[src/rtl/pipe_stage_elastic.sv]
// Elastic register chain of DEPTH valid/ready stages with bubble collapsing, synchronous flush and occupancy count.
// Defining PIPE_STAGE_SKID_EN adds a one-entry input skid so in_ready_o becomes a pure flop output.
module pipe_stage_elastic #(
    parameter int DATA_W = 32,
    parameter int DEPTH  = 1,
    parameter int CNT_W  = $clog2(DEPTH + 2)
) (
    input  logic              clk_i,
    input  logic              rst_i,
    input  logic              in_valid_i,
    input  logic [DATA_W-1:0] in_data_i,
    output logic              in_ready_o,
    output logic              out_valid_o,
    output logic [DATA_W-1:0] out_data_o,
    input  logic              out_ready_i,
    input  logic              flush_i,
    output logic [CNT_W-1:0]  count_o
);

    logic [DEPTH-1:0]             valid_q;
    logic [DEPTH-1:0][DATA_W-1:0] data_q;
    logic [DEPTH-1:0]             rdy;
    logic                         rdy_acc;
    logic [DEPTH-1:0]             src_valid;
    logic [DEPTH-1:0][DATA_W-1:0] src_data;
    logic                         head_valid;
    logic [DATA_W-1:0]            head_data;
    logic                         in_hs;
    logic                         out_hs;
    logic [CNT_W-1:0]             count_q;

    // An empty stage is always ready, so bubbles collapse even under a downstream stall.
    always_comb begin
        rdy_acc = out_ready_i;
        rdy     = '0;
        for (int k = DEPTH - 1; k >= 0; k--) begin
            rdy_acc = !valid_q[k] || rdy_acc;
            rdy[k]  = rdy_acc;
        end
    end

    always_comb begin
        src_valid    = '0;
        src_data     = '0;
        src_valid[0] = head_valid;
        src_data[0]  = head_data;
        for (int k = 1; k < DEPTH; k++) begin
            src_valid[k] = valid_q[k-1];
            src_data[k]  = data_q[k-1];
        end
    end

`ifdef PIPE_STAGE_SKID_EN
    logic              skid_valid;
    logic [DATA_W-1:0] skid_data;

    // The skid has priority into stage 0; while it is occupied no new input is accepted.
    assign head_valid = skid_valid || in_valid_i;
    assign head_data  = skid_valid ? skid_data : in_data_i;
    assign in_ready_o = !skid_valid;

    always_ff @(posedge clk_i or posedge rst_i) begin
        if (rst_i) begin
            skid_valid <= 1'b0;
            skid_data  <= '0;
        end else if (flush_i) begin
            skid_valid <= 1'b0;
        end else if (skid_valid) begin
            if (rdy[0]) begin
                skid_valid <= 1'b0;
            end
        end else if (in_valid_i && !rdy[0]) begin
            skid_valid <= 1'b1;
            skid_data  <= in_data_i;
        end
    end
`else
    assign head_valid = in_valid_i;
    assign head_data  = in_data_i;
    assign in_ready_o = rdy[0];
`endif

    // Data is only overwritten by a valid source, so idle stages keep their last payload.
    always_ff @(posedge clk_i or posedge rst_i) begin
        if (rst_i) begin
            valid_q <= '0;
            data_q  <= '0;
        end else if (flush_i) begin
            valid_q <= '0;
        end else begin
            for (int k = 0; k < DEPTH; k++) begin
                if (rdy[k]) begin
                    valid_q[k] <= src_valid[k];
                    if (src_valid[k]) begin
                        data_q[k] <= src_data[k];
                    end
                end
            end
        end
    end

    assign in_hs  = in_valid_i && in_ready_o;
    assign out_hs = out_valid_o && out_ready_i;

    always_ff @(posedge clk_i or posedge rst_i) begin
        if (rst_i) begin
            count_q <= '0;
        end else if (flush_i) begin
            count_q <= '0;
        end else begin
            unique case ({in_hs, out_hs})
                2'b10:   count_q <= count_q + CNT_W'(1);
                2'b01:   count_q <= count_q - CNT_W'(1);
                default: count_q <= count_q;
            endcase
        end
    end

    assign out_valid_o = valid_q[DEPTH-1];
    assign out_data_o  = data_q[DEPTH-1];
    assign count_o     = count_q;

endmodule

[config.mk]
export PLATFORM = sky130hd
export DESIGN_NAME = pipe_stage_elastic
export DESIGN_NICKNAME = d
export VERILOG_FILES = /design/src/rtl/pipe_stage_elastic.sv
export SDC_FILE = /design/constraint.sdc
export NUM_CORES = 1
export LEC_CHECK = 0
export ABC_CLOCK_PERIOD_IN_PS = 1800
export BUFFER_PORTS_ARGS = -buffer_cell sky130_fd_sc_hd__buf_4
export CORE_MARGIN = 3
export CORE_UTILIZATION = 44
export CTS_BUF_LIST = sky130_fd_sc_hd__clkbuf_8 sky130_fd_sc_hd__clkbuf_16
export CTS_CLUSTER_DIAMETER = 80
export CTS_CLUSTER_SIZE = 8
export DETAILED_ROUTE_END_ITERATION = 12
export PLACE_DENSITY_LB_ADDON = 0.15
export SETUP_SLACK_MARGIN = 0.02
export SLEW_MARGIN = 20
export SYNTH_ARGS = -nofsm -noshare
export SYNTH_HDL_FRONTEND = slang
export SYNTH_SLANG_ARGS = --single-unit
[constraint.sdc]
create_clock -name clk_i -period 1.8 [get_ports clk_i]
set_input_delay 0.09 -clock clk_i [delete_from_list [all_inputs] [get_ports clk_i]]
set_output_delay 0.09 -clock clk_i [all_outputs]
set_load 0.005 [all_outputs]
## Yosys cells after proc, flatten, opt, wreduce, memory -nomap -nowiden

Index checks and enable logic that the tools add are counted.
W data, S select, Z words.

| operators by class | value |
|---|---|
| add/sub/neg operators | 2 |
| equality and inequality tests | 2 |
| multiplexer cells | 4 |
| bitwise gates (word level) | 1 |
| reduce and logical (&&, ||, !) cells | 7 |

Operators by type and width:

| operator | number |
|---|---|
| $pmux W2 S2 | 1 |
| $reduce_and A3 Y1 | 1 |
| $reduce_bool A3 Y1 | 1 |
| $add A2 B1 Y2 const B | 1 |
| $eq A2 B1 Y1 const B | 1 |
| $eq A2 B2 Y1 const B | 1 |
| $logic_and A1 B1 Y1 | 2 |
| $mux W1 | 2 |
| $mux W2 | 1 |
| $reduce_bool A2 Y1 | 1 |
| $sub A2 B1 Y2 const B | 1 |
| $logic_not A1 Y1 | 1 |
| $logic_or A1 B1 Y1 | 1 |
| $not A1 Y1 | 1 |

| storage, ports and cells | value |
|---|---|
| bits in registers | 35 |
| input bits | 37 |
| output and inout port bits | 36 |
| logic and storage cells | 19 |

## Longest topological paths before layout

| depth | value |
|---|---|
| depth in word-level cells | 6 |
| mapped depth | 4 |
| mapped depth without buffers | 3 |

## Worst setup path after synthesis

OpenSTA, ideal clock, no wires.

| timing | value |
|---|---|
| path type | register to register |
| from | register valid_q, in the netlist out_valid_o |
| to | register data_q (netlist bit out_data_o[0]) |
| library setup time | 0.125 ns |
| arrival | 1.321 ns |
| data required time | 1.675 ns |
| path slack | 0.354 ns |
| cell stages (with the launch flop) | 5 |
| path buffers | 1 |
| clock period less this slack | 1.446 ns |
| cell sequence | dfrtp_1 -> nor2b_4 -> nor3b_4 -> buf_6 -> mux2_2 |

| on the way | value |
|---|---|
| longest elaborated chain between the ends | 3 |

Ends and longest elaborated chain:

| what | RTL line | RTL |
|---|---|---|
| start, declared | 20 | `logic [DEPTH-1:0] valid_q;` |
| start signal, assigned by index | 93 | `valid_q[k] <= src_valid[k];` |
| $logic_not A1 Y1 | 37 | `rdy_acc = !valid_q[k] \|\| rdy_acc;` |
| $logic_or A1 B1 Y1 | 37 |  |
| $reduce_and A3 Y1 (no source line) | n/a |  |
| end signal, assigned by index | 95 | `data_q[k] <= src_data[k];` |
| end, declared | 21 | `logic [DEPTH-1:0][DATA_W-1:0] data_q;` |

No other way between the ends.
A chain may end at the register's enable or synchronous reset.

## Final worst setup path

| timing | value |
|---|---|
| from | register valid_q, in the netlist out_valid_o |
| to | register data_q (netlist bit out_data_o[6]) |

The elaborated chain is that of the path after synthesis.

==> flow_summary.toml <==
[placed_design]
dp_hpwl_um = 2050
placed_cell_area_mm2 = 0.00197
place_congestion = 0.662
io_buffer_count = 72
place_ws_ns = 0.333

[floorplan]
die-area_mm2 = 0.00385
rows = 19
core_area_mm2 = 0.00288
start_util_pct = 48.0
die_height_um = 62.0
die_w_um = 62.0
ios = 73

[sta]
slew_headroom_pct = 71.7
layout_setup_ws_ns = 0.336
timing.final.crit_period_ns = 1.46
hold-worst-slack_ns = 0.0253
setup_violations = 0
rsz0062_at_grt = "no"
drv_slew = 0
fin_setup_tns_ns = 0
fin_crit_sh_pct = 81.3
hold_viol_final = 0
finalClockSkew_ns = 0.00391
fmax_ghz = 0.683
worst_slew_pin_slew_ns = 0.425

[synthesis]
netlist_instances = 85
yosys.area.top_type = "dfrtp_1"
synth_cell_types = 12
synth_top_area_share_pct = 63.4
syn_area_mm2 = 0.00138
yosys-top-cells-area = "dfrtp_1 63%, mux2_2 27%, buf_6 2.4%"
synth_area_per_cell_um2 = 16.3
seq_area_frac_synth_pct = 63.4
ys_ff_latch = 35
synth_nets = 122
ys_warn_count = 0

[setup_path]
reg2reg_slack_ns = 0.34
crit_buf_inv = 1
path_cells = "nor2b_4 > nor3b_4 > buf_12 > mux2_2"
regToRegEndpoint = "out_data_o[6]"
crit_required_ns = 1.95
crit_family = "flip-flops"
r2r.worst_path.cells = 4
cp_slowest_cell = "dfrtp_1"
critPathKind = "flip-flop to flip-flop"
endpoint = "out_data_o[6]"
setup.worst_path.start = "out_valid_o"
r2r_start = "out_valid_o"
crit_fanout = 32
end_kind = "flip-flop"
max_stage_delay_ns = 0.40
arrival_ns = 1.62
start_kind = "flip-flop"
path_depth = 4

[hold_path]
hold_path_class = "input pin to flip-flop"

[cts]
clk_latency_ns = 0.27
cts_buffers = 5
cts_max_level = 2
cts_resized = 0
clkTransAtPathRegs_ns = 0.07
cts_tree = "done"
clk_path_buf_depth = 2
cts_sinks = 35
cts-root-buf = "clkbuf_8"

[pwr]
cellLeakagePower_nw = 0.994
ir_worst_vdd_uv = 649
p_per_area_mw_per_mm2 = 955
finalPower_mw = 1.97

[global_routing]
grt_max_degree = 36
antenna_found_initial = 0
overflow = 0
grt_use_total_pct = 14.6
grt_pass1_wl_um = 4000
grt_pass1_vias = 929

[cells_and_area]
n_antenna_cell = 0
fin_nets = 201
drive_gt1_share_pct = 70.3
area_growth_pct = 49.4
final_cell_area_mm2 = 0.00206

[detailed_routing]
drtAntennaViolNets = 0
firstDrtPassIters = 3
viasPerCell = 4.56
first_iter_violations = 32
post_drt_wl_per_cell_um = 12.8
drcViolationCount = 0
drt_wl_total_um = 2650
vias = 943

[run_status]
outcome = "complete, no violations"

[run]
drv_cap = 0
## where the power goes
group,switching [mW],total (mW),internal (mW)
logic,0.145,0.464,0.319
clock network,0.261,0.525,0.264
registers,0.0669,0.982,0.915
total,0.472,1.97,1.50
## per-layer routing
layer  vias to the layer above  share of wire, %  track usage (%)
li1                        454                 -                -
met1                       443                37             15.6
met2                        44                51             24.7
met3                         2                11             5.99
met4                         0              0.60             7.27
met5                         -                 0                0
## worst register-to-register path, stage by stage (launching register included)
cell and delay [ns]:
dfrtp_1 0.40, nor2b_4 0.15, nor3b_4 0.21, buf_12 0.23
mux2_2 0.36
## layout by cell type (no fill, tap or decap)
cell	instances
and3b_1	1
buf_12	1
buf_4	73
clkbuf_8	5
clkinv_2	1
clkinvlp_4	1
dfrtp_1	35
dlygate4sd3_1	1
inv_1	3
mux2_2	33
mux2i_1	1
nor2_1	3
nor2b_1	2
nor2b_4	1
nor3_1	2
nor3b_4	1
o21a_1	1
## cell usage after synthesis, drive strengths merged
cell type,instances
nor3,2
and3b,1
buf,3
o21a,1
nor3b,1
mux2,33
inv,2
nor2b,3
dfrtp,35
mux2i,1
nor2,3
## sequential cells by signal, summed over array words and instances, names as in the netlist
| name | count |
|---|---|
| out_data_o | 32 |
| count_o | 2 |
| out_valid_o | 1 |
## kinds of logic (layout without fill, tap and decap cells)
logic type | after synthesis | after routing | synth area share (%)
flops | 35 | 35 | 63.4
mux | 34 | 34 | 27.6
simple gates | 10 | 10 | 5.43
buf+inv | 5 | 85 | 2.99
compound gates | 1 | 1 | 0.544
## timing repair
action	in CTS	in global routing
hold endpoints to repair	35	0
hold buffers	1	0
setup buffers	0	0
setup endpoints to repair	0	0
## worst min path at each step
stage | start | end | cells past startpoint
floorplan | flush_i | out_valid_o | 1
global placement | rst_i | out_data_o[25] | 3
detailed placement | rst_i | out_data_o[25] | 3
finish | flush_i | out_valid_o | 2
CTS | flush_i | out_valid_o | 2
global route | flush_i | out_valid_o | 2
## area by class of cell
class | count | area (um2)
Clock buffer | 5 | 68.8
Clock inverter | 3 | 16.3
Fill cell | 200 | 813
Sequential cell | 35 | 876
Multi-Input combinational cell | 45 | 464
Inverter | 2 | 7.51
Tap cell | 42 | 52.6
Timing Repair Buffer | 75 | 578
## metrics by stage
stage | utilization, % | instances
after floorplan | - | 85
after global placement | 68.4 | 198
after detailed placement | 68.4 | 198
after CTS | 71.7 | 207
after global routing | 71.7 | 207
final | 71.7 | 207
No activity file was read; power rests on OpenSTA's default activity.
